## config.mk

```make
export PLATFORM = sky130hd
export DESIGN_NAME = fadd_calc_norm
export DESIGN_NICKNAME = d
export VERILOG_FILES = /design/src/rtl/fadd_calc_norm.sv
export SDC_FILE = /design/constraint.sdc
export NUM_CORES = 1
export LEC_CHECK = 0
export CORE_MARGIN = 2
export CORE_UTILIZATION = 25
export CTS_CLUSTER_DIAMETER = 100
export DETAILED_ROUTE_END_ITERATION = 10
export GPL_ROUTABILITY_DRIVEN = 0
export PLACE_DENSITY = 0.45
export SLEW_MARGIN = 20
export SYNTH_ARGS = -nofsm -noshare
export SYNTH_HDL_FRONTEND = slang
export SYNTH_SLANG_ARGS = --single-unit
```

## constraint.sdc

```tcl
create_clock -name clk -period 4.6 [get_ports clk]
set_input_delay 0.69 -clock clk [delete_from_list [all_inputs] [get_ports clk]]
set_output_delay 0.69 -clock clk [all_outputs]
set_load 0.01 [all_outputs]
```

## src/rtl/fadd_calc_norm.sv

```systemverilog
// fadd_calc_norm
//   Final stage of a single-precision adder. Takes the aligned operands from
//   the alignment stage, adds or subtracts the fractions, normalises the sum,
//   rounds it and packs the IEEE-754 result.
//
//   Pipeline: stage 1 holds the raw 28-bit sum; stage 2 holds the packed
//   result. Both stages use valid/ready handshakes with full throughput.
//
//   Build option:
//     FADD_ROUND_EN defined   -> round-to-nearest-even on guard/round/sticky
//     FADD_ROUND_EN undefined -> truncation (g/r/s discarded)
module fadd_calc_norm (
  input  logic        clk,
  input  logic        rst_n,
  input  logic        in_valid,
  output logic        in_ready,
  input  logic        in_sign,
  input  logic [7:0]  in_exp,
  input  logic        in_op_sub,
  input  logic [23:0] in_large_frac24,
  input  logic [26:0] in_small_frac27,
  output logic        out_valid,
  input  logic        out_ready,
  output logic [31:0] out_result,
  output logic        out_overflow
);

  // Stage 1 registers
  logic        r_v1;
  logic        r_sign1;
  logic [7:0]  r_exp1;
  logic [27:0] r_frac1;

  // Stage 2 registers
  logic        r_v2;
  logic [31:0] r_result;
  logic        r_ovf;

  // Handshake
  logic        w_ld1;
  logic        w_ld2;
  logic        w_acc;

  // Datapath
  logic [27:0] w_large28;
  logic [27:0] w_small28;
  logic [27:0] w_sum28;
  logic [4:0]  w_lz;
  logic [7:0]  w_sh;
  logic [26:0] w_n27;
  logic [8:0]  w_exp_n;
  logic        w_inc;
  logic [24:0] w_m25;
  logic [23:0] w_mant;
  logic [8:0]  w_exp_f;
  logic        w_ovf;
  logic        w_zero;
  logic [31:0] w_res;

  // Leading-zero count of a 27-bit vector; 27 when the vector is all zero.
  function automatic logic [4:0] lzc27(input logic [26:0] v);
    logic [4:0] n;
    logic       found;
    n     = 5'd27;
    found = 1'b0;
    for (int i = 26; i >= 0; i--) begin
      if (!found && v[i]) begin
        n     = 5'(26 - i);
        found = 1'b1;
      end
    end
    return n;
  endfunction

  assign w_ld2    = !r_v2 || out_ready;
  assign w_ld1    = !r_v1 || w_ld2;
  assign in_ready = !r_v1 || !r_v2 || out_ready;
  assign w_acc    = in_valid && in_ready;

  assign w_large28 = {1'b0, in_large_frac24, 3'b000};
  assign w_small28 = {1'b0, in_small_frac27};
  assign w_sum28   = in_op_sub ? (w_large28 - w_small28) : (w_large28 + w_small28);

  // Stage 1: capture sign, exponent and the raw fraction sum of an accepted item
  always_ff @(posedge clk or negedge rst_n) begin
    if (!rst_n) begin
      r_v1    <= 1'b0;
      r_sign1 <= 1'b0;
      r_exp1  <= 8'h00;
      r_frac1 <= 28'h0;
    end else if (w_ld1) begin
      r_v1 <= w_acc;
      if (w_acc) begin
        r_sign1 <= in_sign;
        r_exp1  <= in_exp;
        r_frac1 <= w_sum28;
      end
    end
  end

  assign w_lz = lzc27(r_frac1[26:0]);

  // Normalise: right shift on carry-out, else left shift limited by the exponent
  always_comb begin
    w_sh    = 8'h00;
    w_n27   = r_frac1[26:0];
    w_exp_n = {1'b0, r_exp1};
    if (r_frac1[27]) begin
      // dropped LSB folds into sticky so rounding still sees it
      w_n27   = {r_frac1[27:2], r_frac1[1] | r_frac1[0]};
      w_exp_n = {1'b0, r_exp1} + 9'd1;
    end else if (r_exp1 > {3'b000, w_lz}) begin
      w_n27   = r_frac1[26:0] << w_lz;
      w_exp_n = {1'b0, r_exp1} - {4'b0000, w_lz};
    end else begin
      // not enough exponent range: produce a denormal
      w_sh    = (r_exp1 != 8'h00) ? (r_exp1 - 8'h01) : 8'h00;
      w_n27   = r_frac1[26:0] << w_sh;
      w_exp_n = 9'd0;
    end
  end

`ifdef FADD_ROUND_EN
  // nearest-even: bump when above half, or exactly half with an odd LSB
  assign w_inc = w_n27[2] && (w_n27[1] || w_n27[0] || w_n27[3]);
`else
  logic w_unused_grs;
  assign w_unused_grs = ^w_n27[2:0];
  assign w_inc        = 1'b0;
`endif

  assign w_m25 = {1'b0, w_n27[26:3]} + {24'h000000, w_inc};

  // Post-rounding fix-up: mantissa carry-out, or a denormal rounding up to normal
  always_comb begin
    w_mant  = w_m25[23:0];
    w_exp_f = w_exp_n;
    if (w_m25[24]) begin
      w_mant  = w_m25[24:1];
      w_exp_f = w_exp_n + 9'd1;
    end else if ((w_exp_n == 9'd0) && w_mant[23] && w_inc) begin
      w_exp_f = 9'd1;
    end
  end

  assign w_zero = (r_frac1 == 28'h0);
  assign w_ovf  = !w_zero && (w_exp_f >= 9'd255);

  // Pack; an exact zero sum is always +0 regardless of operand sign
  always_comb begin
    w_res = {r_sign1, w_exp_f[7:0], w_mant[22:0]};
    if (w_zero) begin
      w_res = 32'h0000_0000;
    end else if (w_ovf) begin
      w_res = {r_sign1, 8'hFF, 23'h000000};
    end
  end

  // Stage 2: register the packed result; holds while downstream stalls
  always_ff @(posedge clk or negedge rst_n) begin
    if (!rst_n) begin
      r_v2     <= 1'b0;
      r_result <= 32'h0000_0000;
      r_ovf    <= 1'b0;
    end else if (w_ld2) begin
      r_v2 <= r_v1;
      if (r_v1) begin
        r_result <= w_res;
        r_ovf    <= w_ovf;
      end
    end
  end

  assign out_valid    = r_v2;
  assign out_result   = r_result;
  assign out_overflow = r_ovf;

endmodule

```

== Word level (Yosys, flattened, before mapping) ==
Cells that the tools add are included.
Storage, ports and cells
  output and inout port bits: 35
  input bits: 65
  register bits after elaboration: 72
  word-level logic and storage cells: 143
Cells by class
  shifts and indexed selects: 2
  reduce and logical (&&, ||, !) cells: 65
  add/subtract/negate cells: 5
  $lt $le $gt $ge: 2
  mux-type cells: 61
  bitwise operators: 1
Operator list (number)
  $mux 5: 27
  $mux 26: 2
  $mux 32: 1
  $mux 31: 1
  $logic_not 1->1: 29
  $add 27x27->28: 1
  $logic_and 1x1->1: 28
  $logic_not 28->1: 1
  $mux 28: 1
  $sub 27x27->28: 1
  $shl 27x5->26: 1
  $shl 27x8->26: 1
  $mux 1: 26
  $mux 9: 2
  $add 8x1->9 const B: 1
  $ge 9x8->1 const B: 1
  $sub 8x5->9: 1
  $gt 8x5->1: 1
  $mux 8: 1
  $reduce_bool 8->1: 1
  $sub 8x1->8 const B: 1
  $logic_or 1x1->1: 4
  $reduce_and 2->1: 2
  $or 1x1->1: 1

== Logic depth before layout (Yosys ltp) ==
  word-level depth: 86
  mapped depth: 20
  gate-level depth less buffers: 17

== Worst setup path before layout ==
Ideal clock, no wire load.
  path type: register to register
  start point: register r_frac1[14]
  end point: register r_result[12], in the netlist out_result[12]
  setup time: 0.140 ns
  buffers on the path: 3
  cell stages (with the launch flop): 19
  period minus slack after synthesis: 4.567 ns
  slack: 0.033 ns
  required time: 4.460 ns
  data arrival time: 4.427 ns
  cell sequence: dfrtp_1 > buf_4 > nor4_2 > nand4_4 > a211o_1 > o311ai_2 > ha_1 > nor2b_1 > o31ai_1 > a21boi_1 > nor2_1 > o31a_1 > buf_6 > buf_6 > mux2i_1 > o22ai_2 > mux2_2 > a222oi_1 > o31ai_1
On the way
  word-level cells in the longest chain between the ends: 51
  elaborated cells on any way between the ends: 72
  classes of those cells: add/sub: 1; order compare: 2; shift: 2; mux: 35; reduce/logical: 32
RTL lines
  start, declared: line 32  | logic [27:0] r_frac1;
  start signal, assigned: line 96  | r_frac1 <= w_sum28;
  $logic_and 1x1->1: line 67  | if (!found && v[i]) begin
  $mux 1: line 67
  $logic_not 1->1: line 67
  $logic_and 1x1->1: line 67
  $mux 1: line 67
  $logic_not 1->1: line 67
  $logic_and 1x1->1: line 67
  $mux 1: line 67
  (+35 left out)
  $mux 5: line 67
  $sub 8x5->9 or $gt 8x5->1 (tied branches): line 114, 112
  $mux 9: line 112  | end else if (r_exp1 > {3'b000, w_lz}) begin
  $mux 9: line 108  | if (r_frac1[27]) begin
  $ge 9x8->1: line 147  | assign w_ovf = !w_zero && (w_exp_f >= 9'd255);
  $logic_and 1x1->1: line 147
  $mux 31: line 154  | end else if (w_ovf) begin
  $mux 32 *: line 152  | if (w_zero) begin
  end signal, assigned: line 168  | r_result <= w_res;
  end, declared: line 36  | logic [31:0] r_result;
Every way passes the cells marked *; elsewhere a longest branch is shown, timed or not.
A chain may end at the register's enable or synchronous reset.

== Worst setup path after layout ==
  start point: register r_frac1[16]
  end point: register r_result[15], in the netlist out_result[15]
On the way
  word-level cells in the longest chain between the ends: 57
  elaborated cells on any way between the ends: 80
  classes of those cells: add/sub: 1; order compare: 2; shift: 2; mux: 39; reduce/logical: 36
RTL lines (line)
  $logic_and 1x1->1: 67
  $mux 1: 67
  $logic_not 1->1: 67
  $logic_and 1x1->1: 67
  $mux 1: 67
  $logic_not 1->1: 67
  $logic_and 1x1->1: 67
  $mux 1: 67
  (+41 left out)
  $mux 5: 67
  $sub 8x5->9 or $gt 8x5->1 (tied branches): 114, 112
  $mux 9: 112
  $mux 9: 108
  $ge 9x8->1: 147
  $logic_and 1x1->1: 147
  $mux 31: 154
  $mux 32 *: 152
Marks and branches as above.

==> impl_results.md <==
* Status: finished clean
* Share of layout cells above drive strength 1 at 0.151
* Syn-to-layout area delta at 29.7%
* CTS tree: done
* Site row count at 64
* Grt total ovfl at 0
* Clk root buf: clkbuf_16
* Ranking of synthesized cells by area: dfrtp_1 (23%), ha_1 (9.1%), mux2i_1 (6.4%)
* Number of detailed-route iterations in the first pass at 5
* # placed instances at 1509
* Placed inst area at ~10000 um2
* Sequential cell area fraction in the yosys report at 0.229
* Worst setup SP type: flip-flop
* I/O pin count at 100
* Max Clock Freq at ~0.23 GHz
* Most common flop cell mapped by yosys: dfrtp_1
* PnR worst setup slack at 0.184 ns
* Sw Share at 0.433
* Total wire length at 26800 um
* Clock-pin slew of the registers on the worst-case setup and hold paths at 0.06 ns
* Core Box Area at 30700 um2
* Via density at 5.25
* Kind of critical path: flip-flop to flip-flop
* Finished Layout Cells at 1530
* Final clock skew at 0.00973 ns
* Pin count of the biggest net entering global routing at 73
* Net Sw Power at 1980 uW
* Final nets at 1254
* Hold Vio Cnt, Final at 0
* Reg2reg path depth at 18
* First-pass GRT wire length at 42700 um
* Worst EP required at 4.88 ns
* # port buffers at 99
* Clock sink count at 72
* Max-slew headroom at 0.381
* Class of the worst hold path: flip-flop to flip-flop
* Worst-path fanout max at 7
* Clock share of power at 0.142
* Antenna violations before repair at 0
* TritonCTS Buffers at 9
* Worst hold slack at approximately 0.48 ns
* Syn Nets at 1113
* GRT Total Usage at 0.160
* Crit share post-route at 0.960
* Mapped Area at 7850 um2
* Drt initial violations at 619
* Design Area, Final at 10200 um2
* Lkg Pwr at 0.00439 uW
* Antenna viol nets, final at 0
* Wirelength per Cell at 17.5 um
* Hold path cells at 1
* Number of distinct library cells after synthesis at 89
* Warnings, synthesis at 0
* Post-synth top area share at 0.229
* # setup viols final at 0
* Mapped Cells at 989
* DIE WIDTH at 181 um
* Post-synth EDFFs at 0
* Total power at between 4000 and 5000 uW
* Pwr dens at 450 nW/um2
* Die height at 181 um
* Ys async rst share at 1.00
* Vias in the first global route at 7617
* Drt drc at 0
* Period minus WS final at 4.42 ns
* Max Slew Vio Count at 0
* Maxcap violations at 0
* Worst setup EP type: flip-flop
* Int Pwr at roughly 2600 uW
* Maximum vdd drop at 0.172 mV
* Worst R2R Setup Slack at 0.18 ns
* DP Worst Slack at -0.0491 ns
* Cell accounting for the most synthesized area: dfrtp_1
* H-tree levels at 3
* Flop pwr share at 0.217
* Arr. time, crit path at 4.70 ns
* Antenna cell count at 0
* Full die area at 32800 um2
* Least-Margin Pin Slew at about 0.93 ns
* Worst skew pair latency at 0.35 ns
* Final-layout fill cell count at 3303
* Final HPWL DP at 21400 um
* Initial Util at 0.255
* Via count at ~8000
* Syn_area_per_cell at 7.94 um2
* Clk buf depth at 2
* Combinational fraction of design power at 0.640
* #FFs+latches synth at 72
==> cell usage in the layout (no fill, tap or decap), types with 5 or more instances in the layout <==
cell type | netlist | final
clkdlybuf4s50_1 | 0 | 97
buf_4 | 2 | 94
nor2_1 | 78 | 76
nand2_1 | 74 | 74
o21ai_0 | 71 | 70
dfrtp_1 | 72 | 70
inv_1 | 66 | 66
a21oi_1 | 61 | 61
ha_1 | 57 | 57
mux2i_1 | 50 | 47
nor3_1 | 28 | 26
xnor2_1 | 24 | 24
a22oi_1 | 21 | 21
nand3_1 | 20 | 20
o22ai_1 | 17 | 17
nor2b_1 | 16 | 15
nor4_1 | 14 | 14
a21o_1 | 14 | 14
nand2b_1 | 13 | 13
a31oi_1 | 14 | 13
a211oi_1 | 12 | 12
a22o_1 | 12 | 12
o31ai_1 | 14 | 12
mux2_2 | 12 | 11
o21ai_1 | 11 | 11
clkbuf_16 | 0 | 9
o211ai_1 | 8 | 8
o21bai_1 | 8 | 8
o21a_1 | 6 | 6
xor2_1 | 6 | 6
and2_1 | 5 | 5
or3_1 | 5 | 5
o22a_1 | 5 | 5
==> path summary, 6_finish.rpt <==
path,start,end
max,r_frac1[16],out_result[15]
min,out_overflow,out_overflow
max reg2reg,r_frac1[16],out_result[15]
min reg2reg,out_overflow,out_overflow
max in group asynchronous,rst_n,r_frac1[22]
min in group asynchronous,rst_n,r_sign1
==> Yosys cell counts, types with 13 or more instances <==
| cell type | count |
|---|---|
| nor2_1 | 78 |
| nand2_1 | 74 |
| dfrtp_1 | 72 |
| o21ai_0 | 71 |
| inv_1 | 66 |
| a21oi_1 | 61 |
| ha_1 | 57 |
| clkbuf_1 | 52 |
| mux2i_1 | 50 |
| nor3_1 | 28 |
| xnor2_1 | 24 |
| a22oi_1 | 21 |
| nand3_1 | 20 |
| o22ai_1 | 17 |
| nor2b_1 | 16 |
| a21o_1 | 14 |
| a31oi_1 | 14 |
| nor4_1 | 14 |
| o31ai_1 | 14 |
| nand2b_1 | 13 |
==> stage by stage <==
| stage | utilization | TNS [ns] |
|---|---|---|
| after CTS | 0.326 | 0 |
| after global routing | 0.331 | -0.0146 |
| after floorplan | - | 0 |
| after global placement | 0.317 | 0 |
| final | 0.331 | 0 |
| after detailed placement | 0.317 | -0.0885 |
==> power groups by stage <==
stage	registers (uW)	clock network, uW	logic, uW
2_1_floorplan	1020	0	1610
3_3_place_gp	1010	0	2810
3_5_place_dp	1010	0	2810
4_1_cts	998	671	2820
5_1_grt	1030	696	3170
6_report	995	652	2930
==> routing by layer <==
metal / routed length, um / global-route usage / part of all wire
met3: 1570 / 0.0254 / 0.058
met4: 415 / 0.0403 / 0.015
met1: 13100 / 0.235 / 0.49
met2: 11700 / 0.242 / 0.44
met5: 0 / 0 / 0
==> final cells by class <==
class	instances	area (um2)	share of cell area
multi-input cells	784	5610	0.551
flip-flops and latches	72	1800	0.177
repair buffers	196	1750	0.172
well taps	396	495	0.0486
clock buffers	15	268	0.0263
inverters	67	251	0.0247
==> what timing repair did <==
action | in CTS | in global routing
setup buffers | 0 | 6
setup endpoints to repair | 3 | 23
gates resized for setup | 1 | 27
pin swaps | 0 | 4
hold buffers | 0 | 0
==> worst max-delay path: stages (launching register included) <==
cell and delay (ns):
dfrtp_1 0.41, buf_4 0.18, or2_2 0.31, o21ai_0 0.16, a21oi_1 0.10, o311ai_2 0.37
buf_4 0.18, inv_2 0.06, fa_1 0.43, nor2b_2 0.17, o31a_1 0.29, buf_4 0.16
nor3_1 0.04, a21oi_1 0.22, nand2_1 0.09, a311o_1 0.39, buf_4 0.20, or4_1 0.50
nand3_1 0.09
==> flip-flops by register name, summed over array words and instances (netlist names) <==
name          cells
r_frac1          28
out_valid         1
r_v1              1
r_sign1           1
out_result       32
r_exp1            8
out_overflow      1
==> kinds of logic (layout without fill, tap and decap cells) <==
kind of cell / Yosys count / count (layout) / synth area share
and+or+nand+nor: 291 / 291 / 0.191
AOI/OAI and AO/OA: 339 / 339 / 0.292
buffers and inverters: 133 / 278 / 0.0703
xor gates and xnor gates: 30 / 30 / 0.0335
adders and majority gates: 59 / 59 / 0.0959
muxes: 65 / 65 / 0.0881
DFF: 72 / 72 / 0.229
Power figures use the tool's default switching activity.
